**src/rtl/dft_frame_buffer_if.sv**
```systemverilog
// Sample-in / frame-out handshake bundle for dft_frame_buffer.
// master = sample producer plus frame consumer; slave = the frame buffer.
interface dft_frame_buffer_if #(
   parameter int N = 16,
   parameter int W = 4
);
   localparam int LW = $clog2(N) + 1;

   logic            s_valid;
   logic            s_ready;
   logic [W-1:0]    s_data;
   logic            s_last;
   logic            frame_valid;
   logic            frame_ready;
   logic [N*W-1:0]  frame_data;
   logic [LW-1:0]   frame_len;

   modport master (
      output s_valid, s_data, s_last, frame_ready,
      input  s_ready, frame_valid, frame_data, frame_len
   );

   modport slave (
      input  s_valid, s_data, s_last, frame_ready,
      output s_ready, frame_valid, frame_data, frame_len
   );
endinterface

```
**src/rtl/dft_frame_buffer.sv**
```systemverilog
// Ping-pong sample framer feeding the 16-point DFT: packs W-bit samples into N-slot frames.
// Optional early frame close on s_last with zero-masked tail: define DFT_FB_ZERO_PAD_EN.
module dft_frame_buffer #(
   parameter int N = 16,
   parameter int W = 4
) (
   input logic               clk,
   input logic               rst_n,
   dft_frame_buffer_if.slave bus
);
   localparam int IW = $clog2(N);
   localparam int LW = IW + 1;

   typedef enum logic [1:0] {
      EMPTY   = 2'd0,
      FILLING = 2'd1,
      FULL    = 2'd2
   } bank_st_e;

   bank_st_e        st_q   [2];
   bank_st_e        st_d   [2];
   logic [N*W-1:0]  mem_q  [2];
   logic [N*W-1:0]  mem_d  [2];
   logic [LW-1:0]   len_q  [2];
   logic [LW-1:0]   len_d  [2];
   logic            wr_bank_q, wr_bank_d;
   logic            rd_bank_q, rd_bank_d;
   logic [IW-1:0]   wr_idx_q,  wr_idx_d;
   logic            en_q;
   logic            wr_fire, rd_fire, last_w;
   logic [N*W-1:0]  frame_data_w;

   assign bus.s_ready     = en_q && (st_q[wr_bank_q] != FULL);
   assign bus.frame_valid = (st_q[rd_bank_q] == FULL);
   assign bus.frame_len   = len_q[rd_bank_q];
   assign bus.frame_data  = frame_data_w;

   assign wr_fire = bus.s_valid && bus.s_ready;
   assign rd_fire = bus.frame_valid && bus.frame_ready;

`ifdef DFT_FB_ZERO_PAD_EN
   assign last_w = bus.s_last;

   // Storage is never cleared; slots past frame_len are hidden on the way out.
   always_comb begin
      frame_data_w = mem_q[rd_bank_q];
      for (int unsigned i = 0; i < N; i++) begin
         if (LW'(i) >= len_q[rd_bank_q]) frame_data_w[i*W +: W] = '0;
      end
   end
`else
   logic unused_s_last;
   assign unused_s_last = bus.s_last;
   assign last_w        = 1'b0;
   assign frame_data_w  = mem_q[rd_bank_q];
`endif

   // Read and write can never target the same bank in one cycle: a write needs
   // a non-FULL bank, a read needs a FULL one, so both updates apply independently.
   always_comb begin
      st_d      = st_q;
      mem_d     = mem_q;
      len_d     = len_q;
      wr_bank_d = wr_bank_q;
      rd_bank_d = rd_bank_q;
      wr_idx_d  = wr_idx_q;

      if (rd_fire) begin
         st_d[rd_bank_q] = EMPTY;
         rd_bank_d       = !rd_bank_q;
      end

      if (wr_fire) begin
         mem_d[wr_bank_q][wr_idx_q*W +: W] = bus.s_data;
         if ((wr_idx_q == IW'(N-1)) || last_w) begin
            st_d[wr_bank_q]  = FULL;
            len_d[wr_bank_q] = LW'(wr_idx_q) + LW'(1);
            wr_idx_d         = '0;
            wr_bank_d        = !wr_bank_q;
         end else begin
            st_d[wr_bank_q]  = FILLING;
            wr_idx_d         = wr_idx_q + IW'(1);
         end
      end
   end

   always_ff @(posedge clk or negedge rst_n) begin
      if (!rst_n) begin
         st_q      <= '{default: EMPTY};
         mem_q     <= '{default: '0};
         len_q     <= '{default: '0};
         wr_bank_q <= 1'b0;
         rd_bank_q <= 1'b0;
         wr_idx_q  <= '0;
         en_q      <= 1'b0;
      end else begin
         st_q      <= st_d;
         mem_q     <= mem_d;
         len_q     <= len_d;
         wr_bank_q <= wr_bank_d;
         rd_bank_q <= rd_bank_d;
         wr_idx_q  <= wr_idx_d;
         en_q      <= 1'b1;
      end
   end
endmodule

```
**src/flat_wrapper.sv**
```systemverilog
// flat-port wrapper written by rule: the top's interface ports become plain ports
module dft_frame_buffer_flat 
#(
   parameter int N = 16,
   parameter int W = 4
)
  (clk, rst_n, bus_s_valid, bus_s_data, bus_s_last, bus_frame_ready, bus_s_ready, bus_frame_valid, bus_frame_data, bus_frame_len);
  dft_frame_buffer_if #(.N(N), .W(W)) bus_i ();
  input logic clk;
  input logic rst_n;
  input wire logic [$bits(bus_i.s_valid)-1:0] bus_s_valid;
  input wire logic [$bits(bus_i.s_data)-1:0] bus_s_data;
  input wire logic [$bits(bus_i.s_last)-1:0] bus_s_last;
  input wire logic [$bits(bus_i.frame_ready)-1:0] bus_frame_ready;
  output wire logic [$bits(bus_i.s_ready)-1:0] bus_s_ready;
  output wire logic [$bits(bus_i.frame_valid)-1:0] bus_frame_valid;
  output wire logic [$bits(bus_i.frame_data)-1:0] bus_frame_data;
  output wire logic [$bits(bus_i.frame_len)-1:0] bus_frame_len;
  assign bus_i.s_valid = bus_s_valid;
  assign bus_i.s_data = bus_s_data;
  assign bus_i.s_last = bus_s_last;
  assign bus_i.frame_ready = bus_frame_ready;
  assign bus_s_ready = bus_i.s_ready;
  assign bus_frame_valid = bus_i.frame_valid;
  assign bus_frame_data = bus_i.frame_data;
  assign bus_frame_len = bus_i.frame_len;
  dft_frame_buffer #(.N(N), .W(W)) u_core (.clk(clk), .rst_n(rst_n), .bus(bus_i));
endmodule
```
**config.mk**
```make
export PLATFORM = sky130hd
export DESIGN_NAME = dft_frame_buffer_flat
export DESIGN_NICKNAME = d
export VERILOG_FILES = /design/src/rtl/dft_frame_buffer_if.sv /design/src/rtl/dft_frame_buffer.sv /design/src/flat_wrapper.sv
export SDC_FILE = /design/constraint.sdc
export NUM_CORES = 1
export LEC_CHECK = 0
export CELL_PAD_IN_SITES_DETAIL_PLACEMENT = 1
export CELL_PAD_IN_SITES_GLOBAL_PLACEMENT = 2
export CORE_UTILIZATION = 35
export DETAILED_ROUTE_END_ITERATION = 8
export GPL_TIMING_DRIVEN = 0
export PLACE_DENSITY = 0.82
export SYNTH_ARGS = -nofsm -noshare
export SYNTH_HDL_FRONTEND = slang
export SYNTH_SLANG_ARGS = --single-unit
```
**constraint.sdc**
```tcl
create_clock -name clk -period 3.5 [get_ports clk]
set_clock_uncertainty 0.1 [all_clocks]
set_input_delay 0.525 -clock clk [delete_from_list [all_inputs] [get_ports clk]]
set_output_delay 0.525 -clock clk [all_outputs]
set_load 0.02 [all_outputs]
```
Word level (Yosys, flattened, before mapping) --
Index checks and enable logic that the tools add are counted.
Operators by class: add/sub/neg operators 3, reduce and logical (&&, ||, !) cells 8, multiplexer cells 26, order comparisons 4, shift operators 2, bitwise logic cells 10, equal/unequal tests 3
Operator list (number):
- $mux 64 | 4
- $bwmux 128 | 1
- $demux 64 s1 | 1
- $shift 4x34->64 const A | 1
- $shiftx 4x34->64 | 1
- $neg 6->34 | 1
- $mux 5 | 4
- $mux 2 | 8
- $mux 4 | 4
- $bwmux 10 | 1
- $add 4x1->5 const B | 1
- $demux 5 s1 | 1
- $logic_and 1x1->1 | 5
- $add 4x1->4 const B | 1
- $and 2x2->2 | 2
- $and 4x4->4 | 1
- $demux 2 s1 | 2
- $eq 4x4->1 const B | 1
- $ge 2x2->1 const B | 2
- $lt 2x1->1 const B | 2
- $not 1->2 | 2
- $not 2->2 | 2
- $not 4->4 | 1
- $or 2x2->2 | 2
- 4 further kinds | 5
Word-level totals: register bits after elaboration 149, input port bits 9, output and inout bits 71

Depth between registers and ports, before layout --
Gate-level depths: netlist of run 1.
depth after elaboration 11, mapped depth 8

Worst setup path before layout of run 1 --
OpenSTA, ideal clock, no wires.
kind register to register, from register u_core.wr_idx_q[2], to register u_core.mem_q[36] (netlist bit), slack 0.838 ns, cell stages (with the launch flop) 9, data required time 3.275 ns, arrival 2.437 ns, path through dfrtp_1 > buf_2 > nor3_1 > ha_1 > clkbuf_1 > or2_2 > or3_1 > nor3_2 > mux2_2
On the way: cells in the longest elaborated chain, start to end 5
RTL lines:
- start, declared | line dft_frame_buffer.sv:28 | logic [IW-1:0] wr_idx_q, wr_idx_d;
- start signal, assigned | line dft_frame_buffer.sv:102 | wr_idx_q <= wr_idx_d;
- $neg 6->34 (*) | line dft_frame_buffer.sv:74 | mem_d[wr_bank_q][wr_idx_q*W +: W] = bus.s_data;
- $shift 4x34->64 | line dft_frame_buffer.sv:74
- $mux 64 (implied by the code) | line dft_frame_buffer.sv:74
- $demux 64 s1 | line dft_frame_buffer.sv:74
- $bwmux 128 (*) | line dft_frame_buffer.sv:74
- end signal, assigned | line dft_frame_buffer.sv:98 | mem_q <= mem_d;
- end, declared | line dft_frame_buffer.sv:22 | logic [N*W-1:0] mem_q [2];
Every way passes the cells marked *; elsewhere a longest branch is shown, timed or not. A chain may end at the register's enable or synchronous reset.

Final worst setup path of run 1 --
from register u_core.rd_bank_q, to output port bus_frame_data[19]
On the way: cells in the longest elaborated chain, start to end 4
RTL lines:
- start, declared | line dft_frame_buffer.sv:27 | logic rd_bank_q, rd_bank_d;
- start signal, assigned | line dft_frame_buffer.sv:101 | rd_bank_q <= rd_bank_d;
- $not 1->2 (implied by the code) | line dft_frame_buffer.sv:55 | assign frame_data_w = mem_q[rd_bank_q];
- $mux 64 (implied by the code) (3 in series) | line dft_frame_buffer.sv:55
- end, declared | line flat_wrapper.sv:17 | output wire logic [$bits(bus_i.frame_data)-1:0] bus_frame_data;
Every way passes these cells. The select of a mux whose other input is x is not followed.

==> results of run 1 <==
## Yosys cell counts (3+ instances only)
library cell  number  area (µm²)
mux2_4             8         120
nand3_1            3        15.0
nor2_1            11        41.3
nor3_1            19        95.1
or2_2              3        18.8
mux2_2           193        2170
dfrtp_1          149        3730
nand2_1           20        75.1
nor2b_1            7        43.8
or4_1              7        52.6
nor3b_1            5        37.5
nor4_2             3        37.5
inv_1              4        15.0
nand4_1            8        50.1
buf_2              6        30.0
and2_1            16         100
ha_1               3        37.5
nand2b_1           4        25.0
clkbuf_1          21        78.8
o21ai_0            8        40.0
and3_1             7        43.8
and3b_1            6        52.6
## final timing paths
check                                   start  slack (ns)            endpoint  cells past startpoint
hold / removal                          rst_n      -0.004     u_core.len_q[2]                      1
hold reg to reg               u_core.len_q[9]        0.36     u_core.len_q[9]                      1
min in group clk              u_core.len_q[9]        0.36     u_core.len_q[9]                      1
setup / recovery             u_core.rd_bank_q        0.19  bus_frame_data[19]                      3
max in group asynchronous               rst_n        2.47    u_core.mem_q[56]                      2
setup reg to reg           u_core.wr_idx_q[0]        0.31     u_core.mem_q[5]                      7
## power by group
part	internal, W	switching [W]
logic	0.000732	0.000987
clock network	0.00107	0.000747
registers	0.00192	0.000135
## cell families (layout without fill, tap and decap cells)
group / after synthesis / in the layout / share of synthesized area, %
compound gates: 17 / 17 / 1.49
simple gates: 130 / 130 / 11.0
other cells: 1 / 2 / 0.0524
flops: 149 / 149 / 52.1
buf+inv: 33 / 143 / 1.94
xor+xnor: 3 / 3 / 0.472
mux: 203 / 203 / 32.4
fa+ha+maj: 3 / 3 / 0.525
## sequential cells by signal, summed over array words and instances (netlist names)
name,flops
u_core.mem_q,128
u_core.en_q,1
u_core.st_q,4
u_core.len_q,10
u_core.wr_bank_q,1
u_core.rd_bank_q,1
u_core.wr_idx_q,4
## stage by stage
stage	hold slack (ns)	utilization [%]	power [W]	setup WS (ns)	setup TNS [ns]
3_3_place_gp	0.346	41.9	0.00373	-3.79	-563.42
4_1_cts	0.0195	45.0	0.00564	0.0464	0
6_report	-0.00360	45.0	0.00559	0.193	0
3_5_place_dp	0.356	42.1	0.00381	0.291	0
2_1_floorplan	0.129	-	0.00311	0.838	0
5_1_grt	0.0411	45.0	0.00588	0.0395	0
## timing repair
item | 4_1_cts | 5_1_grt
setup buffers | 0 | 0
gates resized for setup | 2 | 2
setup endpoints to repair | 38 | 1
## area by class of cell
type,count,area [µm²],area share [%]
sequential,149,3730,42.0
multi-input combinational,357,3290,37.0
timing repair buffer,79,810,9.12
clock buffer,20,447,5.03
tap,265,332,3.74
clock inverter,12,130,1.47
buffer,28,124,1.40
inverter,4,15.0,0.169
antenna,1,2.50,0.0282
## per-layer routing
metal  global-route usage, %  up-vias
li1                        -     2137
met1                    24.3     2453
met2                    32.3       86
met3                    4.50       27
met4                    7.50        0
met5                       0        -
## critical path, stage by stage (launching register included)
cell and delay [ns]:
dfrtp_1 0.71, clkbuf_1 0.57, mux2_2 0.42, clkdlybuf4s50_1 0.54
## cell usage in the layout (no fill, tap or decap), types with 4 or more instances in the layout
cell,count
and3b_1,6
nand2b_1,4
nand2_1,20
inv_1,4
nand4_1,8
nor2_1,11
mux2_4,8
and3_1,7
or4_1,7
nor3b_1,5
clkinv_2,4
clkbuf_1,19
buf_2,6
clkbuf_16,17
nor2b_1,7
clkdlybuf4s50_1,77
and2_1,16
mux2_2,193
dfrtp_1,149
o21ai_0,8
nor3_1,19
==> results_dict.tcl, run 1 <==
set metrics [dict create \
    outcome "finished with violations" \
    violations "hold timing" \
    clkSlewWorstSetupHoldPaths_ns 0.06 \
    crit_path_end_kind "output pin" \
    layout-drive-gt1-share_pct 39.8 \
    place_area_um2 8290 \
    grt-ovfl-total 0 \
    slew_headroom_pct 41.9 \
    cts-root-buf "clkbuf_16" \
    viasPerCell 5.14 \
    arrival_ns 2.68 \
    ant_nets 0 \
    period_minus_slack_ns 3.31 \
    insertion_delay_ns 0.43 \
    drc_errors 0 \
    fmax_ghz 0.302 \
    syn_nets 551 \
    setup_viol 0 \
    wl_met3_um 623 \
    drt_iter0_drc 178 \
    route.met2.wl_um 9510 \
    slew_viol_final 0 \
    ys_async_sr_fraction_pct 100 \
    die_w_um 145 \
    hold_viol_final 1 \
    grt_max_degree 78 \
    cts_sinks 149 \
    crit_required_ns 2.87 \
    cts_hold_buf 0 \
    fp.dieArea_um2 21000 \
    wl_met1_um 8200 \
    synth_area_per_cell_um2 13.3 \
    std_cell_rows 51 \
    io_pins 80 \
    ir_drop_mv 0.434 \
    yosys_register_bits 149 \
    dp_hpwl_um 13500 \
    place_congestion 0.794 \
    core_region_area_um2 19700 \
    synth-edff-count 0 \
    maxCapViolations 0 \
    grt_pass1_vias 5447 \
    fin_nets 648 \
    clockBufferDepth 2 \
    cts_made_buffers 17 \
    power_density_nw_per_um2 630 \
    worstSetupPathType "flip-flop to output pin" \
    rsz0062_at_grt "no" \
    final_cell_count_no_fill 915 \
    stdcell_area_um2 8870 \
    syn_area_um2 7150 \
    first_pass_iters 4 \
    ys.flop_type "dfrtp_1" \
    syn_to_final_growth_pct 24.1 \
    synth.distinct_cells 44 \
    portBuffers 78 \
    numPlacedInstances 883 \
    antenna_found_initial 0 \
    grt.total_usage_pct 19.4 \
    syn_inst 539 \
    fp.dieH_um 145 \
    hp-class "primary input to asynchronous set/reset pin" \
    period_share_pct 94.5 \
    cp_max_fo 12 \
    synth-seq-area-share_pct 52.1 \
    wire_per_inst_um 20.5 \
    via_count 4703 \
    leakage_nw 4.17 \
    grt_pass1_wl_um 31100 \
    top_layer "met4" \
    crit_path_start_kind "flip-flop" \
    drt_wl_total_um 18800 \
    worst_slew_pin_slew_ns 0.866 \
    hold_ws_ns -0.00360 \
    htree_levels 4 \
    nFillCells 1985 \
    cts_tree "done" \
    start_util_pct 36.3 \
    yosys_warnings 0 \
]
Note: power is estimated with default switching activity, not from simulation.
==> inputs of run 2 (changes only) <==
--- a/config.mk
+++ b/config.mk
@@ -5,6 +5,7 @@
 export SDC_FILE = /design/constraint.sdc
 export NUM_CORES = 1
 export LEC_CHECK = 0
+export ABC_CLOCK_PERIOD_IN_PS = 3500
 export CELL_PAD_IN_SITES_DETAIL_PLACEMENT = 1
 export CELL_PAD_IN_SITES_GLOBAL_PLACEMENT = 2
 export CORE_UTILIZATION = 35
==> results of run 2 <==
Same layout as run 1: the final DEF is identical, and so are final timing and power.
